## src/rtl/flag_control_unit.sv

```systemverilog
// ---------------------------------------------------------------------------
// flag_control_unit
// Purpose: selects the next Z/N/C flag-register values from the ALU, the
//          jump-clear path or a LIFO flag stack used across interrupts, and
//          produces the conditional-branch decision.
//
// Parameters:
//   STACK_DEPTH        number of flag-save entries (2..16)
//
// Ports:
//   i_clk              clock, all state updates on the rising edge
//   i_rst              synchronous active-high reset
//   i_cur_*            current flag-register outputs (Z, N, C)
//   i_alu_*            flags produced by the ALU (Z, N, C)
//   i_alu_flag_we[2:0] per-flag ALU update mask {Z,N,C}
//   i_jump_en          conditional jump in execute
//   i_jump_cond[1:0]   00 = always, 01 = JZ, 10 = JN, 11 = JC
//   i_int_save         interrupt entry: push current flags
//   i_rti_restore      return from interrupt: pop flags
//   i_stall            freezes the stage (no flag change, no branch, no stack op)
//   o_next_*           flag-register inputs (combinational)
//   o_take_branch      branch decision (combinational)
//   o_stack_full/empty stack occupancy, decoded from the count register
//   o_stack_err        sticky stack error
//
// Configuration:
//   FLAG_STACK_ERR_EN  when defined, o_stack_err latches on push-when-full,
//                      restore-when-empty or simultaneous save+restore;
//                      otherwise o_stack_err is tied low.
// ---------------------------------------------------------------------------
module flag_control_unit #(
    parameter int unsigned STACK_DEPTH = 4
) (
    input  logic       i_clk,
    input  logic       i_rst,
    input  logic       i_cur_zero,
    input  logic       i_cur_negative,
    input  logic       i_cur_carry,
    input  logic       i_alu_zero,
    input  logic       i_alu_negative,
    input  logic       i_alu_carry,
    input  logic [2:0] i_alu_flag_we,
    input  logic       i_jump_en,
    input  logic [1:0] i_jump_cond,
    input  logic       i_int_save,
    input  logic       i_rti_restore,
    input  logic       i_stall,
    output logic       o_next_zero,
    output logic       o_next_negative,
    output logic       o_next_carry,
    output logic       o_take_branch,
    output logic       o_stack_full,
    output logic       o_stack_empty,
    output logic       o_stack_err
);

    localparam int unsigned CW = $clog2(STACK_DEPTH) + 1;
    localparam int unsigned IW = $clog2(STACK_DEPTH);

    // Stack storage and occupancy
    logic [2:0]    r_stack [STACK_DEPTH];
    logic [CW-1:0] r_count;

    logic [2:0]    w_cur;
    logic [2:0]    w_alu;
    logic [2:0]    w_merged;
    logic [2:0]    w_jump_clr;
    logic [2:0]    w_alu_path;
    logic [2:0]    w_top;
    logic [2:0]    w_next;
    logic [IW-1:0] w_top_idx;
    logic          w_empty;
    logic          w_full;
    logic          w_cond_true;
    logic          w_take;
    logic          w_save_req;
    logic          w_rest_req;
    logic          w_rest_only;
    logic          w_push;
    logic          w_pop;

    assign w_cur = {i_cur_zero, i_cur_negative, i_cur_carry};
    assign w_alu = {i_alu_zero, i_alu_negative, i_alu_carry};

    assign w_empty = (r_count == '0);
    assign w_full  = (r_count == CW'(STACK_DEPTH));

    // Stack requests only count when the stage is not stalled
    assign w_save_req  = i_int_save    & ~i_stall;
    assign w_rest_req  = i_rti_restore & ~i_stall;
    assign w_rest_only = w_rest_req & ~i_int_save;
    assign w_push      = w_save_req & ~i_rti_restore & ~w_full;
    assign w_pop       = w_rest_only & ~w_empty;

    // Top-of-stack index; clamped to 0 when empty so it never leaves the array
    assign w_top_idx = w_empty ? '0 : IW'(r_count - CW'(1));
    assign w_top     = r_stack[w_top_idx];

    // Branch condition decode
    always_comb begin
        w_cond_true = 1'b0;
        case (i_jump_cond)
            2'b00:   w_cond_true = 1'b1;
            2'b01:   w_cond_true = i_cur_zero;
            2'b10:   w_cond_true = i_cur_negative;
            default: w_cond_true = i_cur_carry;
        endcase
    end

    assign w_take = i_jump_en & w_cond_true & ~i_stall;

    // A taken conditional jump clears the flag it tested
    always_comb begin
        w_jump_clr = 3'b000;
        if (w_take) begin
            case (i_jump_cond)
                2'b01:   w_jump_clr = 3'b100;
                2'b10:   w_jump_clr = 3'b010;
                2'b11:   w_jump_clr = 3'b001;
                default: w_jump_clr = 3'b000;
            endcase
        end
    end

    assign w_merged   = (w_alu & i_alu_flag_we) | (w_cur & ~i_alu_flag_we);
    assign w_alu_path = w_merged & ~w_jump_clr;

    // Next-flag select: stall holds, pop wins, empty restore holds, else ALU/jump
    always_comb begin
        w_next = w_cur;
        if (!i_stall) begin
            if (w_pop) begin
                w_next = w_top;
            end else if (w_rest_only) begin
                w_next = w_cur;
            end else begin
                w_next = w_alu_path;
            end
        end
    end

    assign o_next_zero     = w_next[2];
    assign o_next_negative = w_next[1];
    assign o_next_carry    = w_next[0];
    assign o_take_branch   = w_take;
    assign o_stack_full    = w_full;
    assign o_stack_empty   = w_empty;

    // Stack and count update
    always_ff @(posedge i_clk) begin
        if (i_rst) begin
            r_count <= '0;
            for (int i = 0; i < int'(STACK_DEPTH); i++) begin
                r_stack[i] <= 3'b000;
            end
        end else if (w_push) begin
            r_stack[IW'(r_count)] <= w_cur;
            r_count               <= r_count + CW'(1);
        end else if (w_pop) begin
            r_count <= r_count - CW'(1);
        end
    end

`ifdef FLAG_STACK_ERR_EN
    logic w_err;
    logic r_stack_err;

    assign w_err = (w_save_req & w_rest_req)
                 | (w_save_req & ~i_rti_restore & w_full)
                 | (w_rest_only & w_empty);

    // Sticky error, cleared only by reset
    always_ff @(posedge i_clk) begin
        if (i_rst) begin
            r_stack_err <= 1'b0;
        end else if (w_err) begin
            r_stack_err <= 1'b1;
        end
    end

    assign o_stack_err = r_stack_err;
`else
    assign o_stack_err = 1'b0;
`endif

endmodule

```

## config.mk

```make
export PLATFORM = sky130hd
export DESIGN_NAME = flag_control_unit
export DESIGN_NICKNAME = d
export VERILOG_FILES = /design/src/rtl/flag_control_unit.sv
export SDC_FILE = /design/constraint.sdc
export NUM_CORES = 1
export LEC_CHECK = 0
export BUFFER_PORTS_ARGS = -buffer_cell sky130_fd_sc_hd__buf_4
export CAP_MARGIN = 20
export CORE_UTILIZATION = 47
export CTS_BUF_LIST = sky130_fd_sc_hd__clkbuf_8 sky130_fd_sc_hd__clkbuf_16
export CTS_CLUSTER_SIZE = 12
export DETAILED_ROUTE_END_ITERATION = 10
export PLACE_DENSITY = 0.73
export SYNTH_ARGS = -nofsm -noshare
export SYNTH_HDL_FRONTEND = slang
export SYNTH_SLANG_ARGS = --single-unit
```

## constraint.sdc

```tcl
create_clock -name i_clk -period 1.7 [get_ports i_clk]
set_input_delay 0.085 -clock i_clk [delete_from_list [all_inputs] [get_ports i_clk]]
set_output_delay 0.085 -clock i_clk [all_outputs]
set_load 0.03 [all_outputs]
```

==> results.md, run 1 <==
- DR WL/cell: 16.3 µm
- Violations in the final reports: negative setup slack
- Hold-fix buffers at CTS: 0
- HPWL after DPL: 1.87 mm
- Yosys warns: 0
- Number of routed nets with antenna violations: 0
- Row Count: 16
- Average vias per placed instance: 5.72
- Area occupied by multi-input gates: 641 µm²
- Post-synth top flop: sky130_fd_sc_hd__edfxtp_1
- Portion of the post-synthesis area used by sequential elements: 40.4%
- Remaining DRCs: 0
- Initial core utilization: 51.4%
- Worst setup SP type: flip-flop
- Layout filler cell count: 145
- Gpl congestion: 0.872
- Crit end category: output pin
- TritonCTS sink count: 15
- Hold path startpoint: i_rst
- First drt pass iteration count: 4
- FF+latch area: 425 µm²
- Chip height: 49.0 µm
- Number of enable-type register cells in the synthesized netlist: 12
- Category of the critical setup timing path: reg2out
- Share of cells above drive strength 1: 46.9%
- Slack of the critical path: -0.112 ns
- Share of the cycle needed by the critical path after routing: 107%
- Clock tree from TritonCTS: done
- Global-route total usage across every layer: 24.5%
- Ports: 24
- ANT cells: 0
- WP data arrival: 1.73 ns
- Wire length of the first global-routing pass: 4.34 mm
- Initial antenna violation count: 0
- Horizontal extent of the die: 49.0 µm
- Area delta synth->final: 42.2%
- Required time reported for the critical path endpoint: 1.62 ns
- 1st-iter DRT viols: 34
- Deepest clock path buffer count: 2
- Maximum number of pins on one net before global-route repair: 12
- Max-capacitance violation count: 0
- TritonCTS buffer count: 3
- Static leakage: 0.623 nW
- Final non-filler cell area: 1480 µm²
- Ys async rst share: 0%
- Worst clock skew: 0.00117 ns
- Post-Synthesis Mean Instance Area: 9.90 µm²
- Power Density: 668 nW/µm²
- Vias in the first global route: 965
- Area after DPL: 1290 µm²
- Highest clock rate: 552 MHz
- Vias after detailed routing: 973
- Peak VDD IR: 0.372 mV
- Clock Root Buffer: sky130_fd_sc_hd__clkbuf_8
- Setup TNS Final: -0.277 ns
- Mapped Cells: 105
- Number of setup violations in the final report: 4
- Clock slew at reported path FFs: 0.06 ns
- Largest area contributor in the synthesized netlist: sky130_fd_sc_hd__edfxtp_1
- Floorplan Core Area: 2020 µm²
- Grt ovf: 0
- Flop and latch count out of synthesis: 15
- Pwr Total: 989 µW
- Number of nets in the layout: 164
- Count of unique library cells instantiated by Yosys: 42
- Worst hold-check path type: in2reg
- Area of the mapped netlist: 1040 µm²
- Launch point of the worst reg-to-reg path: r_count[0]
- Maximum fanout along the worst path: 8
- Main area contributors after synthesis: sky130_fd_sc_hd__edfxtp_1, sky130_fd_sc_hd__and2_1, sky130_fd_sc_hd__dfxtp_1, sky130_fd_sc_hd__ha_1, sky130_fd_sc_hd__nand2b_1
- Slew Limit Fails: 0
- Launch point of the worst path: r_count[0]
- Number of I/O port buffers: 22
- Area share of the leading cell type in the synthesized netlist: 34.7%
- RSZ-0062 raised after global routing: yes
- Minimum clock period: 1.81 ns
- Aggregate routed wire length: 2.77 mm
- Result of the run: complete, but fails checks
- Full die area: 2400 µm²
- Clock network latency to the later pin of the worst-skew pair: 0.24 ns
- Final-layout worst hold slack: 0.0704 ns
- Final-report hold violation count: 0
- Net count after synthesis: 125
- Number of H-tree levels: 1
## cells in the mapped netlist (2+ instances only)
| master | n |
|---|---|
| sky130_fd_sc_hd__nor2b_1 | 3 |
| sky130_fd_sc_hd__ha_1 | 3 |
| sky130_fd_sc_hd__o21ai_0 | 4 |
| sky130_fd_sc_hd__a21oi_1 | 5 |
| sky130_fd_sc_hd__a31oi_1 | 3 |
| sky130_fd_sc_hd__nand2b_1 | 5 |
| sky130_fd_sc_hd__nand2_1 | 5 |
| sky130_fd_sc_hd__nor3_1 | 5 |
| sky130_fd_sc_hd__a211oi_1 | 2 |
| sky130_fd_sc_hd__or2_2 | 3 |
| sky130_fd_sc_hd__and2_1 | 13 |
| sky130_fd_sc_hd__inv_1 | 7 |
| sky130_fd_sc_hd__dfxtp_1 | 3 |
| sky130_fd_sc_hd__and3_1 | 2 |
| sky130_fd_sc_hd__edfxtp_1 | 12 |
| sky130_fd_sc_hd__nor2_1 | 4 |
## kinds of logic after synthesis
logic type,share of synthesized area (%)
simple gates,27.0
compound gates,18.9
flops,40.4
buf+inv,5.17
mux,4.57
fa+ha+maj,3.61
other cells,0.361
## layout by cell type, fill, tap and decap left out, types with 3 or more instances in the layout
cell                       netlist  routed
sky130_fd_sc_hd__nand2_1         5       5
sky130_fd_sc_hd__a21oi_1         5       4
sky130_fd_sc_hd__a31oi_1         3       3
sky130_fd_sc_hd__inv_1           7       6
sky130_fd_sc_hd__or2_2           3       3
sky130_fd_sc_hd__nand2b_1        5       5
sky130_fd_sc_hd__nor2_1          4       4
sky130_fd_sc_hd__and2_1         13      13
sky130_fd_sc_hd__edfxtp_1       12      12
sky130_fd_sc_hd__nor3_2          0       3
sky130_fd_sc_hd__clkbuf_8        0       3
sky130_fd_sc_hd__buf_6           0       3
sky130_fd_sc_hd__buf_4           1      35
## stage by stage
stage | util [%] | setup slack, ns | cells
final | 73.1 | -0.112 | 170
after global routing | 73.1 | -0.150 | 170
after CTS | 69.7 | -0.0935 | 165
after detailed placement | 63.8 | 0.0806 | 156
after global placement | 63.8 | 0.104 | 156
after floorplan | - | 0.0210 | 105
## metal layers
metal,GRT usage [%],part of all wire [%],up-vias
li1,-,-,458
met1,29.7,44,472
met2,44.2,51,37
met3,1.87,3.3,6
met4,10.3,1.7,0
met5,0,0,-
## sequential cells by signal (all words and copies together) (netlist names)
register / flops
r_count: 3
r_stack: 12
## worst max-delay path: stages, from the launching register on
cell	delay, ns
sky130_fd_sc_hd__dfxtp_4	0.36
sky130_fd_sc_hd__inv_4	0.04
sky130_fd_sc_hd__ha_4	0.34
sky130_fd_sc_hd__mux4_2	0.33
sky130_fd_sc_hd__o221a_4	0.28
sky130_fd_sc_hd__buf_6	0.14
## worst paths after layout
| path | slack (ns) | cells past startpoint | endpoint |
|---|---|---|---|
| worst min register to register | 0.62 | 2 | r_count[2] |
| worst min-delay path | 0.07 | 2 | r_count[1] |
| worst max-delay path | -0.11 | 5 | o_next_negative |
| worst max register to register | -0.01 | 9 | r_count[2] |
## repair_timing
action                     4_1_cts  5_1_grt
cloned                           0        0
buffers inserted                 5        5
gates resized for setup         10        7
setup endpoints to repair        3        3
pin swaps                        3        0
## layout make-up
type	count	share of cell area, %
inverter	8	2.54
clock buffer	3	2.79
tap	27	2.28
clock inverter	1	0.254
sequential	15	28.8
multi-input combinational	78	43.3
timing repair buffer	38	20.1
## power by group
group | total [mW] | switching (mW) | internal, mW
logic | 0.293 | 0.152 | 0.140
registers | 0.420 | 0.00924 | 0.411
clock network | 0.276 | 0.116 | 0.160
No activity file was read; power rests on OpenSTA's default activity.
==> inputs of run 2 (changes only) <==
Settings changed: SKIP_LAST_GASP from default to 1.
==> run 2 against run 1 <==
Effect of this change: count of clock-buffer cells in the layout is the same; the flow still finishes with violations (negative setup slack); largest cell class unchanged; cell count is the same; power barely moved; first-iteration DRC count is 15% lower; combinational power is 1% lower; worst hold slack got worse by 0.013 ns.
==> results.md, run 2 (synthesis gave the netlist of run 1 again) <==
- Clock slew at reported path FFs: 0.06 ns (about the same)
- Highest clock rate: 550 MHz (-0.33%)
- Part of the power in registers: 42.5% (about the same)
- Initial core utilization: 51.4% (unchanged)
- Launch point of the worst reg-to-reg path: r_count[0]
- Vias in the first global route: 965 (unchanged)
- Average vias per placed instance: 5.72 (unchanged)
- Routed length on met3: 160 µm (+74%)
- 1st-iter DRT viols: 29 (-15%)
- Chip height: 49.0 µm (unchanged)
- TritonCTS buffer count: 3 (unchanged)
- DR WL/cell: 15.8 µm (-2.6%)
- Critical Path Max Stage Delay: 0.36 ns (about the same)
- Largest reg by FF count: r_stack
- Horizontal extent of the die: 49.0 µm (unchanged)
- Final-layout worst hold slack: 0.0573 ns (-0.0131 ns)
- Met1 routed wirelength after detailed routing: 1.14 mm (-7.2%)
- Slew Limit Fails: 0 (unchanged)
- Number of I/O port buffers: 22 (unchanged)
- Family of cells with the greatest summed delay on the critical path: flip-flops
- Floorplan Core Area: 2020 µm² (unchanged)
- Worst clock skew: 0.00322 ns (+0.00205 ns)
- Final-report hold violation count: 0 (unchanged)
- Proportion of total power due to net switching: 28.1% (about the same)
- WP data arrival: 1.73 ns (about the same)
- Registers with the most flip-flops: r_stack x12, r_count x3
- Worst min-delay path endpoint: r_count[1]
- Register-to-Register Path Depth: 9 (unchanged)
- Violations in the final reports: negative setup slack
- Row Count: 16 (unchanged)
- Share of cells above drive strength 1: 44.1% (-2.8 points)
- Number of flip-flops under the largest register name: 12 (unchanged)
- Worst setup SP type: flip-flop
- Number of nets in the layout: 164 (unchanged)
- HPWL after DPL: 1.87 mm (unchanged)
- Required time reported for the critical path endpoint: 1.62 ns (about the same)
- Endpoint of the most critical register-to-register path: r_count[2]
- TritonCTS sink count: 15 (unchanged)
- Pwr Total: 988 µW (about the same)
- Static leakage: 0.618 nW (-0.88%)
- Crit end category: output pin
- Gpl congestion: 0.872 (unchanged)
- Maximum number of pins on one net before global-route repair: 12 (unchanged)
- Final non-filler cell area: 1460 µm² (-1.4%)
- Slack of the critical path: -0.118 ns (-0.00600 ns)
- Total buffers and inverters traversed by the critical path: 2 (unchanged)
- Power Density: 677 nW/µm² (+1.3%)
- Clock network latency to the later pin of the worst-skew pair: 0.25 ns (about the same)
- Combinational cell fraction of total power: 29.2% (-0.4 points)
- # placed instances: 156 (unchanged)
- Wire length of the first global-routing pass: 4.34 mm (unchanged)
- RSZ-0062 raised after global routing: yes
- Vias after detailed routing: 973 (unchanged)
- Minimum clock period: 1.82 ns (+0.00600 ns)
- Clock power share: 28.3% (+0.4 points)
- Worst-case setup slack after placement: 0.0806 ns (unchanged)
- Result of the run: complete, but fails checks
- Share of the cycle needed by the critical path after routing: 107% (+0.35 points)
- Uppermost signal routing layer after detailed routing: met4
- Cells on Worst Hold Path: 2 (unchanged)
- First drt pass iteration count: 4 (unchanged)
- ANT cells: 0 (unchanged)
- Number of routed nets with antenna violations: 0 (unchanged)
- Met2 routed WL: 1.34 mm (-4.2%)
- Highest-count cells in the layout ignoring fill and taps: sky130_fd_sc_hd__buf_4, sky130_fd_sc_hd__and2_1, sky130_fd_sc_hd__edfxtp_1
- Final non-filler cell total: 170 (unchanged)
- Grt ovf: 0 (unchanged)
- Setup TNS Final: -0.307 ns (-0.0296 ns)
- Ports: 24 (unchanged)
- Global-route total usage across every layer: 24.5% (unchanged)
- Initial antenna violation count: 0 (unchanged)
- Hold path startpoint: i_rst
- Aggregate routed wire length: 2.69 mm (-2.6%)
- Clock tree from TritonCTS: done
- Area delta synth->final: 40.3%
- Commonest non-fill, non-tap cell in the layout: sky130_fd_sc_hd__buf_4
- Critical-path cell list: inv_4, ha_4, mux4_2, o221a_4, buf_6
- Number of setup violations in the final report: 10 (+6)
- Category of the critical setup timing path: reg2out
- Worst hold-check path type: in2reg
- Utilization after layout: 72.2% (-0.99 points)
- Net switching component of the power: 277 µW (-0.17%)
- Maximum fanout along the worst path: 8 (unchanged)
- Max-capacitance violation count: 0 (unchanged)
- Area after DPL: 1290 µm² (unchanged)
- Number of H-tree levels: 1 (unchanged)
- Pint: 710 µW (about the same)
- Deepest clock path buffer count: 2 (unchanged)
- Clock Root Buffer: sky130_fd_sc_hd__clkbuf_8
- R2R setup slack: -0.01 ns (about the same)
- Remaining DRCs: 0 (unchanged)
- Full die area: 2400 µm² (unchanged)
- Peak VDD IR: 0.391 mV (+5.0%)
- Slowest CP cell: sky130_fd_sc_hd__dfxtp_4
run 2: cell count changes in the layout (fill, tap and decap cells not counted):
cell / delta
sky130_fd_sc_hd__nand3_1: +1
sky130_fd_sc_hd__nand3_2: -1
sky130_fd_sc_hd__nor3_1: +3
sky130_fd_sc_hd__nor3_2: -3
run 2: worst max path at each step:
stage                    start         endpoint  slack, ns  cells after the start
floorplan           r_count[0]     o_next_carry       0.02                      7
global placement    r_count[0]  o_next_negative       0.10                      5
detailed placement  r_count[0]  o_next_negative       0.08                      5
CTS                 r_count[0]  o_next_negative      -0.09                      5
global route        r_count[0]  o_next_negative      -0.15                      5
finish              r_count[0]  o_next_negative      -0.12                      5
run 2: power groups by stage:
stage / combinational (mW) / sequential [mW] / clock (mW)
6_report: 0.289 / 0.420 / 0.279
5_1_grt: 0.307 / 0.421 / 0.295
4_1_cts: 0.258 / 0.419 / 0.280
3_5_place_dp: 0.231 / 0.428 / 0
3_3_place_gp: 0.228 / 0.428 / 0
2_1_floorplan: 0.155 / 0.424 / 0
run 2: cell type report:
| cell class | count | area (µm²) |
|---|---|---|
| inverter | 8 | 37.5 |
| clock buffer | 3 | 41.3 |
| sequential | 15 | 425 |
| fill | 149 | 563 |
| clock inverter | 1 | 3.75 |
| tap | 27 | 33.8 |
| multi-input combinational | 78 | 621 |
| timing repair buffer | 38 | 297 |
run 2: timing repair:
action                                  4_1_cts  5_1_grt
setup buffers                                 5        5
gates resized for setup                      10        3
pin swaps                                     3        0
hold buffers                                  0        0
endpoints found under the setup margin        3        3
run 2: per-layer routing:
| layer | vias up | global-route usage [%] |
|---|---|---|
| li1 | 460 | - |
| met1 | 460 | 29.7 |
| met2 | 47 | 44.2 |
| met3 | 6 | 1.87 |
| met4 | 0 | 10.3 |
| met5 | - | 0 |
run 2: worst register-to-register path: cells and delay by family, from the launching register on:
| kind | cells | cell delay (ns) |
|---|---|---|
| AND/OR/NAND/NOR | 2 | 0.29 |
| multiplexers | 1 | 0.30 |
| flip-flops | 1 | 0.36 |
| AO/OA/AOI/OAI | 1 | 0.09 |
| adder cells (fa/ha/maj) | 1 | 0.16 |
| buffers and inverters | 4 | 0.40 |
